===== src/rtl/register_file_reader_16_bit.sv =====
// Eight-entry, 16-bit register file with two bypassed combinational read ports,
// one clocked write port and a bit-serial (MSB first, reg0 first) dump engine.
module register_file_reader_16_bit #(
   parameter int NREG = 8,
   parameter int AW   = 3,
   parameter int W    = 16
) (
   input  logic          clk,
   input  logic          clr,
   input  logic          we,
   input  logic [AW-1:0] waddr,
   input  logic [W-1:0]  wdata,
   input  logic [AW-1:0] raddr_a,
   output logic [W-1:0]  rdata_a,
   input  logic [AW-1:0] raddr_b,
   output logic [W-1:0]  rdata_b,
   input  logic          dump_start,
   output logic          dump_busy,
   output logic          dump_done,
   output logic          ser_valid,
   output logic          ser_data,
   input  logic          ser_ready
);
   localparam int CW = $clog2(W);

   typedef enum logic [1:0] {IDLE, LOAD, SHIFT, DONE} state_t;

   state_t        state_q, state_d;
   logic [AW-1:0] idx_q, idx_d;
   logic [CW-1:0] cnt_q, cnt_d;
   logic [W-1:0]  shift_q, shift_d;
   logic [W-1:0]  regs_q [NREG];
   logic [W-1:0]  load_val;
   logic          last_bit;

   // NOTE: the register array is cleared by the asynchronous reset, so it has to
   // stay as individual flops; a RAM macro could not honour that clear.
   always_ff @(posedge clk or negedge clr) begin
      if (!clr) begin
         for (int i = 0; i < NREG; i++) regs_q[i] <= '0;
      end else if (we) begin
         regs_q[waddr] <= wdata;
      end
   end

   // A write in the same cycle is forwarded, both to the ALU ports and to LOAD.
   assign rdata_a  = (we && waddr == raddr_a) ? wdata : regs_q[raddr_a];
   assign rdata_b  = (we && waddr == raddr_b) ? wdata : regs_q[raddr_b];
   assign load_val = (we && waddr == idx_q)   ? wdata : regs_q[idx_q];
   assign last_bit = (cnt_q == CW'(W - 1));

   // NOTE: every variable gets a default before the case so no path can leave
   // one unassigned, which would otherwise infer a latch.
   always_comb begin
      state_d   = state_q;
      idx_d     = idx_q;
      cnt_d     = cnt_q;
      shift_d   = shift_q;
      dump_busy = 1'b1;
      dump_done = 1'b0;
      ser_valid = 1'b0;
      ser_data  = 1'b0;
      case (state_q)
         IDLE: begin
            dump_busy = 1'b0;
            if (dump_start) begin
               idx_d   = '0;
               state_d = LOAD;
            end
         end
         LOAD: begin
            shift_d = load_val;
            cnt_d   = '0;
            state_d = SHIFT;
         end
         SHIFT: begin
            ser_valid = 1'b1;
            ser_data  = shift_q[W-1];
            if (ser_ready) begin
               shift_d = {shift_q[W-2:0], 1'b0};
               cnt_d   = cnt_q + CW'(1);
               if (last_bit) begin
                  if (idx_q == AW'(NREG - 1)) begin
                     state_d = DONE;
                  end else begin
                     idx_d   = idx_q + AW'(1);
                     state_d = LOAD;
                  end
               end
            end
         end
         DONE: begin
            dump_done = 1'b1;
            state_d   = IDLE;
         end
         default: state_d = IDLE;
      endcase
   end

   // NOTE: state is updated with non-blocking assignments so every flop samples
   // the values from before the edge.
   always_ff @(posedge clk or negedge clr) begin
      if (!clr) begin
         state_q <= IDLE;
         idx_q   <= '0;
         cnt_q   <= '0;
         shift_q <= '0;
      end else begin
         state_q <= state_d;
         idx_q   <= idx_d;
         cnt_q   <= cnt_d;
         shift_q <= shift_d;
      end
   end

endmodule


===== config.mk =====
export PLATFORM = sky130hd
export DESIGN_NAME = register_file_reader_16_bit
export DESIGN_NICKNAME = d
export VERILOG_FILES = /design/src/rtl/register_file_reader_16_bit.sv
export SDC_FILE = /design/constraint.sdc
export NUM_CORES = 1
export LEC_CHECK = 0
export CORE_ASPECT_RATIO = 0.9
export CORE_MARGIN = 1.5
export CORE_UTILIZATION = 60
export DETAILED_ROUTE_END_ITERATION = 7
export GPL_TIMING_DRIVEN = 0
export MAX_ROUTING_LAYER = met4
export PLACE_DENSITY = 0.81
export SLEW_MARGIN = 25
export SYNTH_ARGS = -nofsm -noshare
export SYNTH_HDL_FRONTEND = slang
export SYNTH_SLANG_ARGS = --single-unit

===== constraint.sdc =====
create_clock -name clk -period 3 [get_ports clk]
set_input_delay 0.75 -clock clk [delete_from_list [all_inputs] [get_ports clk]]
set_output_delay 0.75 -clock clk [all_outputs]
set_load 0.005 [all_outputs]

==> results.ini <==
[floorplanning]
dieArea_mm2=0.0170
rows=44
die_h_um=124
floorplan.initialDensity_pct=60.8
dieWidth_um=137
io_pins=66
coreArea_mm2=0.0160

[cts]
root_buffer=clkbuf_16
cts_buffers=17
clk_pin_slew_ns=0.06
cts_hold_buf=0
htreeDepth=4
clk_path_buf_depth=2
clk_latency_ns=0.45
cts_sinks=153
cts_tree=done

[global_routing]
antenna_found_initial=0
grt_first_pass_wirelength_mm=46.7
grt_pass1_vias=7750
gr-total-overflow=0
gr-usage-all-layers_pct=40.0
grt_max_degree=79

[setup_path]
rr_endpoint=shift_q[15]
critPathTopFamily=buffers and inverters
setup.worst_path.end_class=output port
path_class=input pin to output port
critical_path.cell_chain=clkbuf_4, xnor2_2, nand4_1, buf_6, buf_4, buf_8, nor2_1, a21oi_2, dlygate4sd2_1
reg2reg_depth=5
crit_path_max_fanout=10
worst-path-stages=9
timing.rr.start=idx_q[2]
r2r_setup_slack_ns=0.56
max_stage_delay_ns=0.27
path_buf_inv=5
cp-start-kind=input pin
required_ns=2.25
cp.arrival_ns=2.32
cp_slowest_cell=dlygate4sd2_1

[drt]
drt_iter0_drc=1209
ant_nets=0
wl_per_cell_um=30.9
drc=2
avgViaCountPerCell=7.35
routed_wl_mm=32.2
num_vias=7674
drt_first_pass_iters=7

[power_and_ir_drop]
power.total_w=0.00794
comb_power_share_pct=32.5
power.density_mw_per_mm2=668
peakVddDrop_mv=0.534
clkPwrFrac_pct=28.8
p_sw_share_pct=32.6
p_int_w=0.00535
p_leak_nw=4.93
switchingPower_w=0.00259
p_seq_share_pct=38.8

[sta]
worst_slew_pin_slew_ns=0.893
final_hold_viol_count=0
finalSetupTns_ns=-0.119
slew_violations=0
fin_ws_ns=-0.0660
finalCriticalPeriod_ns=3.07
setup_viol=5
fmax_ghz=0.326
slew_headroom_pct=40.5
min_period_over_period_pct=102
fin_worst_skew_ns=0.0149

[yosys]
async_flop_share_pct=100
syn_nets=747
synthesis.area_mm2=0.00975
synth_seq_area_share_pct=39.3
post_synth.cell_area_avg_um2=13.6
ys_ff_latch=153
yosysWarnings=0
synth_edf_count=0
synth.distinct_cells=48
synth-main-ff-cell=dfrtp_1
synthCells=714

[place]
placedInstanceArea_mm2=0.0106
gp_congestion=0.936
port_buffers=57
place_hpwl_mm=19.3
placed_cells=979

[outcome]
violations=DRC, setup timing
status=finished, violations left

[run]
maxCapViolCount=0

[finish]
multi_input_area_mm2=0.00563
final_core_util_pct=74.2
nets=857
stdcell_count=1044
final_cell_mix=153 x dfrtp_1, 104 x mux2_2, 88 x mux4_2
area_growth_pct=22.0
layout_commonest_cell=dfrtp_1
layout-drive-gt1-share_pct=45.5
fillerInstances=949
design_area_mm2=0.0119
antennaDiodeCount=0
seqCellArea_mm2=0.00383

[hold_path]
hold_class=input pin to async pin

## cell families (layout without fill, tap and decap cells)
kind of cell	count (synthesis)	count (layout)	synth area share (%)
flip-flops	153	153	39.3
AND/OR/NAND/NOR	101	101	5.97
XOR/XNOR	10	10	0.899
adder cells (fa/ha/maj)	7	7	0.796
multiplexers	268	268	42.2
AO/OA/AOI/OAI	96	96	6.07
buffers and inverters	79	202	4.74
## layer usage
layer | share of wire [%] | GRT usage [%] | up-vias | routed length, um
li1 | - | - | 2983 | -
met1 | 36 | 50.8 | 3820 | 11700
met2 | 46 | 57.8 | 673 | 14700
met3 | 12 | 12.0 | 198 | 3910
met4 | 6.0 | 22.3 | 0 | 1940
met5 | 0 | - | - | 0
## timing repair
action,in CTS,in global routing
pin swaps,2,2
gates resized for setup,128,28
setup endpoints to repair,32,30
cloned,2,0
buffers inserted,15,17
## per-stage QoR
step	setup slack [ns]	hold WS (ns)
after global placement	-4.85	0.476
after detailed placement	-0.932	0.482
after CTS	-0.171	0.310
after floorplan	0.398	0.454
after global routing	-0.0767	0.330
final	-0.0660	0.277
## flip-flops by register name, indices dropped and copies added, names as in the netlist
name	flops
state_q	2
idx_q	3
shift_q	16
cnt_q	4
regs_q	128
## area by class of cell
class	instances	share of cell area (%)
Buffer	75	5.51
Clock buffer	17	3.58
Clock inverter	15	1.61
Inverter	3	0.0947
Multi-Input combinational cell	482	47.3
Sequential cell	153	32.2
Tap cell	207	2.18
Timing Repair Buffer	92	7.47
## worst max path at each step
stage | from | to | slack (ns)
global placement | clr | regs_q[27] | -4.85
detailed placement | waddr[1] | rdata_a[6] | -0.93
finish | raddr_b[2] | rdata_b[14] | -0.07
floorplan | raddr_b[0] | rdata_b[10] | 0.40
global route | raddr_a[2] | rdata_a[0] | -0.08
CTS | wdata[6] | rdata_b[6] | -0.17
## power groups by stage
stage / Sequential, W / Clock, W / Combinational [W]
floorplan: 0.00287 / 0 / 0.00167
global placement: 0.00298 / 0 / 0.00231
detailed placement: 0.00305 / 0 / 0.00241
CTS: 0.00302 / 0.00227 / 0.00246
global route: 0.00311 / 0.00238 / 0.00273
finish: 0.00308 / 0.00228 / 0.00258
## Yosys cell counts, drive strengths merged (3+ instances only)
cell type,number,area share (%)
clkbuf,28,1.2
a21oi,48,2.5
a211oi,11,1.4
dfrtp,153,39
mux2,132,16
mux2i,40,4.1
nand4,6,0.45
o32ai,4,0.36
inv,3,0.12
nor3,4,0.44
nand2,12,0.46
buf,48,3.4
ha,3,0.39
nand4b,3,0.46
nor2b,12,0.77
nand2b,3,0.27
xnor2,9,0.81
nor2,42,1.6
mux4,96,22
nand3,3,0.15
and3,10,0.64
o21ai,26,1.3
maj3,4,0.41
(Power assumes the default switching activity.)
